<file path="config.mk">
export PLATFORM = sky130hd
export DESIGN_NAME = alarm_trigger
export DESIGN_NICKNAME = d
export VERILOG_FILES = /design/src/rtl/alarm_trigger.sv
export SDC_FILE = /design/constraint.sdc
export NUM_CORES = 1
export LEC_CHECK = 0
export BUFFER_PORTS_ARGS = -buffer_cell sky130_fd_sc_hd__clkbuf_2
export CORE_MARGIN = 1
export CORE_UTILIZATION = 53
export CTS_CLUSTER_DIAMETER = 60
export DETAILED_ROUTE_END_ITERATION = 8
export PLACE_DENSITY = 0.84
export SLEW_MARGIN = 20
export SYNTH_ARGS = -nofsm -noshare
export SYNTH_HDL_FRONTEND = slang
export SYNTH_SLANG_ARGS = --single-unit
</file>
<file path="constraint.sdc">
create_clock -name i_Clk_5MHz -period 6.3 [get_ports i_Clk_5MHz]
set_clock_uncertainty 0.05 [all_clocks]
set_input_delay 0.63 -clock i_Clk_5MHz [delete_from_list [all_inputs] [get_ports i_Clk_5MHz]]
set_output_delay 0.63 -clock i_Clk_5MHz [all_outputs]
set_load 0.005 [all_outputs]
</file>
<file path="src/rtl/alarm_trigger.sv">
// alarm_trigger
//   Decides when the alarm rings, handles snooze and dismiss, stops ringing
//   after a timeout and produces the gated buzzer square wave.
//   Time stamps count hundredths of a second since midnight (0..MAX_COUNT-1).
//
// Ports
//   i_Clk_5MHz          system clock
//   i_Reset_n           asynchronous active-low reset
//   i_Alarm_Enable      level, alarm armed when 1
//   i_Snooze            single-cycle snooze pulse
//   i_Dismiss           single-cycle dismiss pulse
//   i_Time_Stamp        current time stamp
//   i_Alarm_Time_Stamp  alarm time stamp
//   o_Alarm_Active      1 while ringing
//   o_Snooze_Active     1 while snoozing
//   o_Buzzer            tone gated by the on/off cadence
//   o_State             0 = IDLE, 1 = RINGING, 2 = SNOOZE
module alarm_trigger #(
    parameter int unsigned MAX_COUNT     = 8640000,
    parameter int unsigned SNOOZE_TICKS  = 30000,
    parameter int unsigned RING_TIMEOUT  = 6000,
    parameter int unsigned CADENCE_TICKS = 50,
    parameter int unsigned TONE_DIV      = 2500
) (
    input  logic        i_Clk_5MHz,
    input  logic        i_Reset_n,
    input  logic        i_Alarm_Enable,
    input  logic        i_Snooze,
    input  logic        i_Dismiss,
    input  logic [23:0] i_Time_Stamp,
    input  logic [23:0] i_Alarm_Time_Stamp,
    output logic        o_Alarm_Active,
    output logic        o_Snooze_Active,
    output logic        o_Buzzer,
    output logic [1:0]  o_State
);

    localparam int CAD_W  = (CADENCE_TICKS > 1) ? $clog2(CADENCE_TICKS) : 1;
    localparam int TONE_W = (TONE_DIV > 1) ? $clog2(TONE_DIV) : 1;

    localparam logic [15:0]       RING_LAST  = 16'(RING_TIMEOUT - 1);
    localparam logic [CAD_W-1:0]  CAD_LAST   = CAD_W'(CADENCE_TICKS - 1);
    localparam logic [TONE_W-1:0] TONE_LAST  = TONE_W'(TONE_DIV - 1);
    localparam logic [24:0]       MAX_25     = 25'(MAX_COUNT);
    localparam logic [24:0]       SNOOZE_25  = 25'(SNOOZE_TICKS);

    typedef enum logic [1:0] {
        IDLE    = 2'd0,
        RINGING = 2'd1,
        SNOOZE  = 2'd2
    } state_t;

    state_t              state;
    state_t              next_state;
    logic                match_prev;
    logic [23:0]         prev_stamp;
    logic [23:0]         snooze_target;
    logic [15:0]         ring_cnt;
    logic [CAD_W-1:0]    cadence_cnt;
    logic                cadence_on;
    logic [TONE_W-1:0]   tone_cnt;
    logic                tone;

    logic [23:0]         target;
    logic                match;
    logic                fire;
    logic                tick;
    logic                load_snooze;
    logic                ring_hold;
    logic [24:0]         snooze_sum;
    logic [23:0]         snooze_next;

    // While snoozing, the snooze target replaces the programmed alarm time.
    assign target = (state == SNOOZE) ? snooze_target : i_Alarm_Time_Stamp;
    assign match  = (i_Time_Stamp == target);
    // Rising edge of the match: fires once per stamp arrival on the target,
    // never while the stamp merely sits there or when enable rises late.
    assign fire   = match & ~match_prev & i_Alarm_Enable;
    assign tick   = (i_Time_Stamp != prev_stamp);

    // Counters only run while ringing continues; any entry into RINGING
    // starts them from zero.
    assign ring_hold = (state == RINGING) && (next_state == RINGING);

    // Snooze target wraps past midnight; the extra bit keeps the sum exact.
    always_comb begin
        snooze_sum = {1'b0, i_Time_Stamp} + SNOOZE_25;
        if (snooze_sum >= MAX_25) begin
            snooze_next = 24'(snooze_sum - MAX_25);
        end else begin
            snooze_next = 24'(snooze_sum);
        end
    end

    // NOTE: every output of this block gets a default first, so no path can
    // leave a value unassigned and infer a latch.
    always_comb begin
        next_state  = state;
        load_snooze = 1'b0;
        if (!i_Alarm_Enable) begin
            next_state = IDLE;
        end else begin
            case (state)
                IDLE: begin
                    if (fire) next_state = RINGING;
                end
                RINGING: begin
                    if (i_Dismiss) begin
                        next_state = IDLE;
                    end else if (i_Snooze) begin
                        next_state  = SNOOZE;
                        load_snooze = 1'b1;
                    end else if (tick && ring_cnt == RING_LAST) begin
                        next_state = IDLE;
                    end
                end
                SNOOZE: begin
                    if (i_Dismiss) begin
                        next_state = IDLE;
                    end else if (fire) begin
                        next_state = RINGING;
                    end
                end
                default: next_state = IDLE;
            endcase
        end
    end

    // NOTE: sequential state uses non-blocking assignments so every register
    // sees the pre-edge values of the others, independent of statement order.
    always_ff @(posedge i_Clk_5MHz or negedge i_Reset_n) begin
        if (!i_Reset_n) begin
            state         <= IDLE;
            match_prev    <= 1'b1;
            prev_stamp    <= '0;
            snooze_target <= '0;
        end else begin
            state      <= next_state;
            match_prev <= match;
            prev_stamp <= i_Time_Stamp;
            if (load_snooze) snooze_target <= snooze_next;
        end
    end

    always_ff @(posedge i_Clk_5MHz or negedge i_Reset_n) begin
        if (!i_Reset_n) begin
            ring_cnt    <= '0;
            cadence_cnt <= '0;
            cadence_on  <= 1'b0;
            tone_cnt    <= '0;
            tone        <= 1'b0;
        end else if (!ring_hold) begin
            // Parked at zero with the cadence in its "on" half, ready for the
            // next ring to start audible.
            ring_cnt    <= '0;
            cadence_cnt <= '0;
            cadence_on  <= 1'b1;
            tone_cnt    <= '0;
            tone        <= 1'b0;
        end else begin
            if (tick) begin
                ring_cnt <= ring_cnt + 16'd1;
                if (cadence_cnt == CAD_LAST) begin
                    cadence_cnt <= '0;
                    cadence_on  <= ~cadence_on;
                end else begin
                    cadence_cnt <= cadence_cnt + CAD_W'(1);
                end
            end
            if (tone_cnt == TONE_LAST) begin
                tone_cnt <= '0;
                tone     <= ~tone;
            end else begin
                tone_cnt <= tone_cnt + TONE_W'(1);
            end
        end
    end

    always_ff @(posedge i_Clk_5MHz or negedge i_Reset_n) begin
        if (!i_Reset_n) begin
            o_Alarm_Active  <= 1'b0;
            o_Snooze_Active <= 1'b0;
            o_Buzzer        <= 1'b0;
        end else begin
            o_Alarm_Active  <= (next_state == RINGING);
            o_Snooze_Active <= (next_state == SNOOZE);
            o_Buzzer        <= ring_hold & tone & cadence_on;
        end
    end

    assign o_State = state;

endmodule

</file>
==> flow_metrics.env <==
export IMPL_drcViolationCount=0
export IMPL_core_area_sq_um=10320
export IMPL_postCtsSetupBuffers=0
export IMPL_antenna_cells=0
export IMPL_cpPeakStageDelay_ns=0.76
export IMPL_required_ns=6.47
export IMPL_crit_buf_inv=2
export IMPL_cp_slowest_cell="o31ai_4"
export IMPL_ys_ff_latch=90
export IMPL_period_needed_ns=3.556
export IMPL_clk_pin_slew_ns=0.09
export IMPL_rows=37
export IMPL_gp_congestion=0.9436
export IMPL_postRouteAntennaNets=0
export IMPL_grt_overflow=0
export IMPL_dr_pass1_iters=5
export IMPL_setup_tns_ns=0
export IMPL_grt_max_degree=55
export IMPL_status="finished clean"
export IMPL_end_kind="flip-flop"
export IMPL_worst_ep_arrival_time_ns=3.73
export IMPL_synth_nets=634
export IMPL_cts_tree="yes"
export IMPL_drive_above_1_share_pct=17.89
export IMPL_setup_violations=0
export IMPL_crit_type="in2reg"
export IMPL_dpl_worst_slack_ns=2.425
export IMPL_gr_usage_met1_pct=30.88
export IMPL_peakVddDrop_mv=0.09963
export IMPL_place_hpwl_microns=9422
export IMPL_r2r_slack_ns=2.91
export IMPL_grt_use_met3_pct=5.614
export IMPL_cts_hold_buf=0
export IMPL_synth_top_area_cell="dfrtp_1"
export IMPL_ff2ff_path_depth=8
export IMPL_cts_resized=0
export IMPL_routed_wl_microns=13060
export IMPL_path_cells="clkbuf_2 > inv_1 > ha_1 > nand3b_1 > a211oi_1 > o221ai_2 > nor4_4 > nand2_2 > o31ai_4 > mux2i_1 > a21oi_1"
export IMPL_wire_per_inst_microns=17.39
export IMPL_syn_area_sq_um=5629
export IMPL_r2r_end="o_Alarm_Active"
export IMPL_port_buffers=57
export IMPL_met2_usage_pct=43.14
export IMPL_power_density_nw_per_um2=197.4
export IMPL_clk_latency_ns=0.37
export IMPL_avgSynthCellArea_sq_um=9.807
export IMPL_drv_cap=0
export IMPL_syn_inst=574
export IMPL_critPathTopFamily="compound AO/OA/AOI/OAI gates"
export IMPL_reg2reg_from="o_State[1]"
export IMPL_crit_fanout=23
export IMPL_vias=4548
export IMPL_cts_buffer_depth=2
export IMPL_finalWorstSetupSlack_ns=2.744
export IMPL_final_common_cell="dfrtp_1"
export IMPL_viasPerCell=6.056
export IMPL_ys_seq_area_share_pct=40.03
export IMPL_maxSlewHeadroom_pct=35.57
export IMPL_maxClockFrequency_ghz=0.2813
export IMPL_antenna_found_initial=0
export IMPL_period_share_pct=56.44
export IMPL_grt_first_pass_wirelength_microns=21880
export IMPL_fill_cells=868
export IMPL_die_area_sq_um=11040
export IMPL_holdWs_ns=0.1518
export IMPL_chipHeight_microns=105.1
export IMPL_fin_nets=670
export IMPL_start_util_pct=54.53
export IMPL_synthToLayoutAreaGrowth_pct=9.024
export IMPL_drt_iter0_markers=320
export IMPL_async_flop_share_pct=100.0
export IMPL_synth_top_area_share_pct=39.56
export IMPL_cts_buffers=9
export IMPL_io_pins=58
export IMPL_synth_enable_flop_cells=0
export IMPL_maxSlewViolCount=0
export IMPL_mostFrequentLayoutCells="89 x dfrtp_1, 56 x nand2_1, 56 x clkbuf_2"
export IMPL_netlist_top_cells_area="dfrtp_1 40%, xnor2_1 7.3%, xor2_1 5.9%"
export IMPL_ys_types=75
export IMPL_h_tree_depth=3
export IMPL_first_global_vias=4531
export IMPL_hold_viol_final=0
export IMPL_clock_sinks=90
export IMPL_rsz0062_at_grt="false"
export IMPL_die_x_microns=105.1
export IMPL_root_buffer="clkbuf_8"
export IMPL_hold_path_class="in2async"
export IMPL_busiest_layer="met2"
export IMPL_power_total_mw=1.211
export IMPL_power_leakage_nw=2.458
export IMPL_tightest_slew_ns=0.9644
export IMPL_grt_usage_pct=25.27
export IMPL_ys_flop_type="dfrtp_1"
export IMPL_synth_warnings=0
export IMPL_critPathLaunchType="input pin"
[through the flow]
step / cell area [sq um] / instances / utilization (%)
final: 6137 / 751 / 59.45
after global routing: 6137 / 751 / 59.45
after CTS: 6137 / 751 / 59.45
after detailed placement: 5911 / 735 / 57.25
after global placement: 5911 / 735 / 57.25
after floorplan: 5629 / 574 / -
[flip-flops by register name, indices dropped and copies added (netlist names), 2 cells and up]
| register | flops |
|---|---|
| prev_stamp | 24 |
| snooze_target | 24 |
| ring_cnt | 16 |
| tone_cnt | 12 |
| cadence_cnt | 6 |
| o_State | 2 |
[layer usage]
layer	share of wire, %	vias to the layer above
met5	0	-
met4	2.9	0
met3	4.7	34
met2	50	139
met1	42	2262
li1	-	2113
[worst max path at each step]
stage	cells past startpoint	to	startpoint	slack, ns
floorplan	12	snooze_target[10]	i_Time_Stamp[5]	3.17
global placement	11	snooze_target[10]	i_Time_Stamp[4]	2.63
detailed placement	11	snooze_target[10]	i_Time_Stamp[4]	2.43
CTS	11	snooze_target[13]	i_Time_Stamp[4]	2.83
global route	11	snooze_target[13]	i_Time_Stamp[4]	2.53
finish	11	snooze_target[10]	i_Time_Stamp[4]	2.74
[logic make-up after synthesis]
family,Yosys count,synth area share [%]
AOI/OAI and AO/OA,91,12.83
xor gates and xnor gates,89,14.58
adders and majority gates,7,1.556
buffers and inverters,45,4.334
DFF,90,40.03
muxes,29,5.201
and+or+nand+nor,223,21.47
[power by group]
group | switching [mW] | internal [mW]
sequential | 0.00355 | 0.585
clock | 0.215 | 0.237
combinational | 0.108 | 0.0626
[Yosys cell counts, drive strengths merged, types with 4 or more instances]
| cell type | number |
|---|---|
| dfrtp | 89 |
| o211ai | 10 |
| nand4b | 5 |
| and3 | 12 |
| o21ai | 23 |
| a21oi | 19 |
| ha | 7 |
| nand2 | 57 |
| nor2 | 43 |
| o31ai | 6 |
| nor2b | 4 |
| mux2i | 27 |
| nor3 | 19 |
| a211oi | 6 |
| nor4b | 4 |
| xnor2 | 50 |
| inv | 10 |
| or3 | 6 |
| clkbuf | 13 |
| nand3 | 22 |
| or4 | 7 |
| xor2 | 39 |
| nand4 | 17 |
| buf | 22 |
| nor4 | 13 |
[cell type report]
type                       count  area [sq um]  share of cell area [%]
sequential                    90          2253                   36.72
inverter                      10         37.54                  0.6116
multi-input combinational    439          3139                   51.15
clock inverter                 5         85.08                   1.386
timing repair buffer          60         310.3                   5.056
clock buffer                  11         141.4                   2.304
tap                          136         170.2                   2.773
No activity file was read; power rests on OpenSTA's default activity.
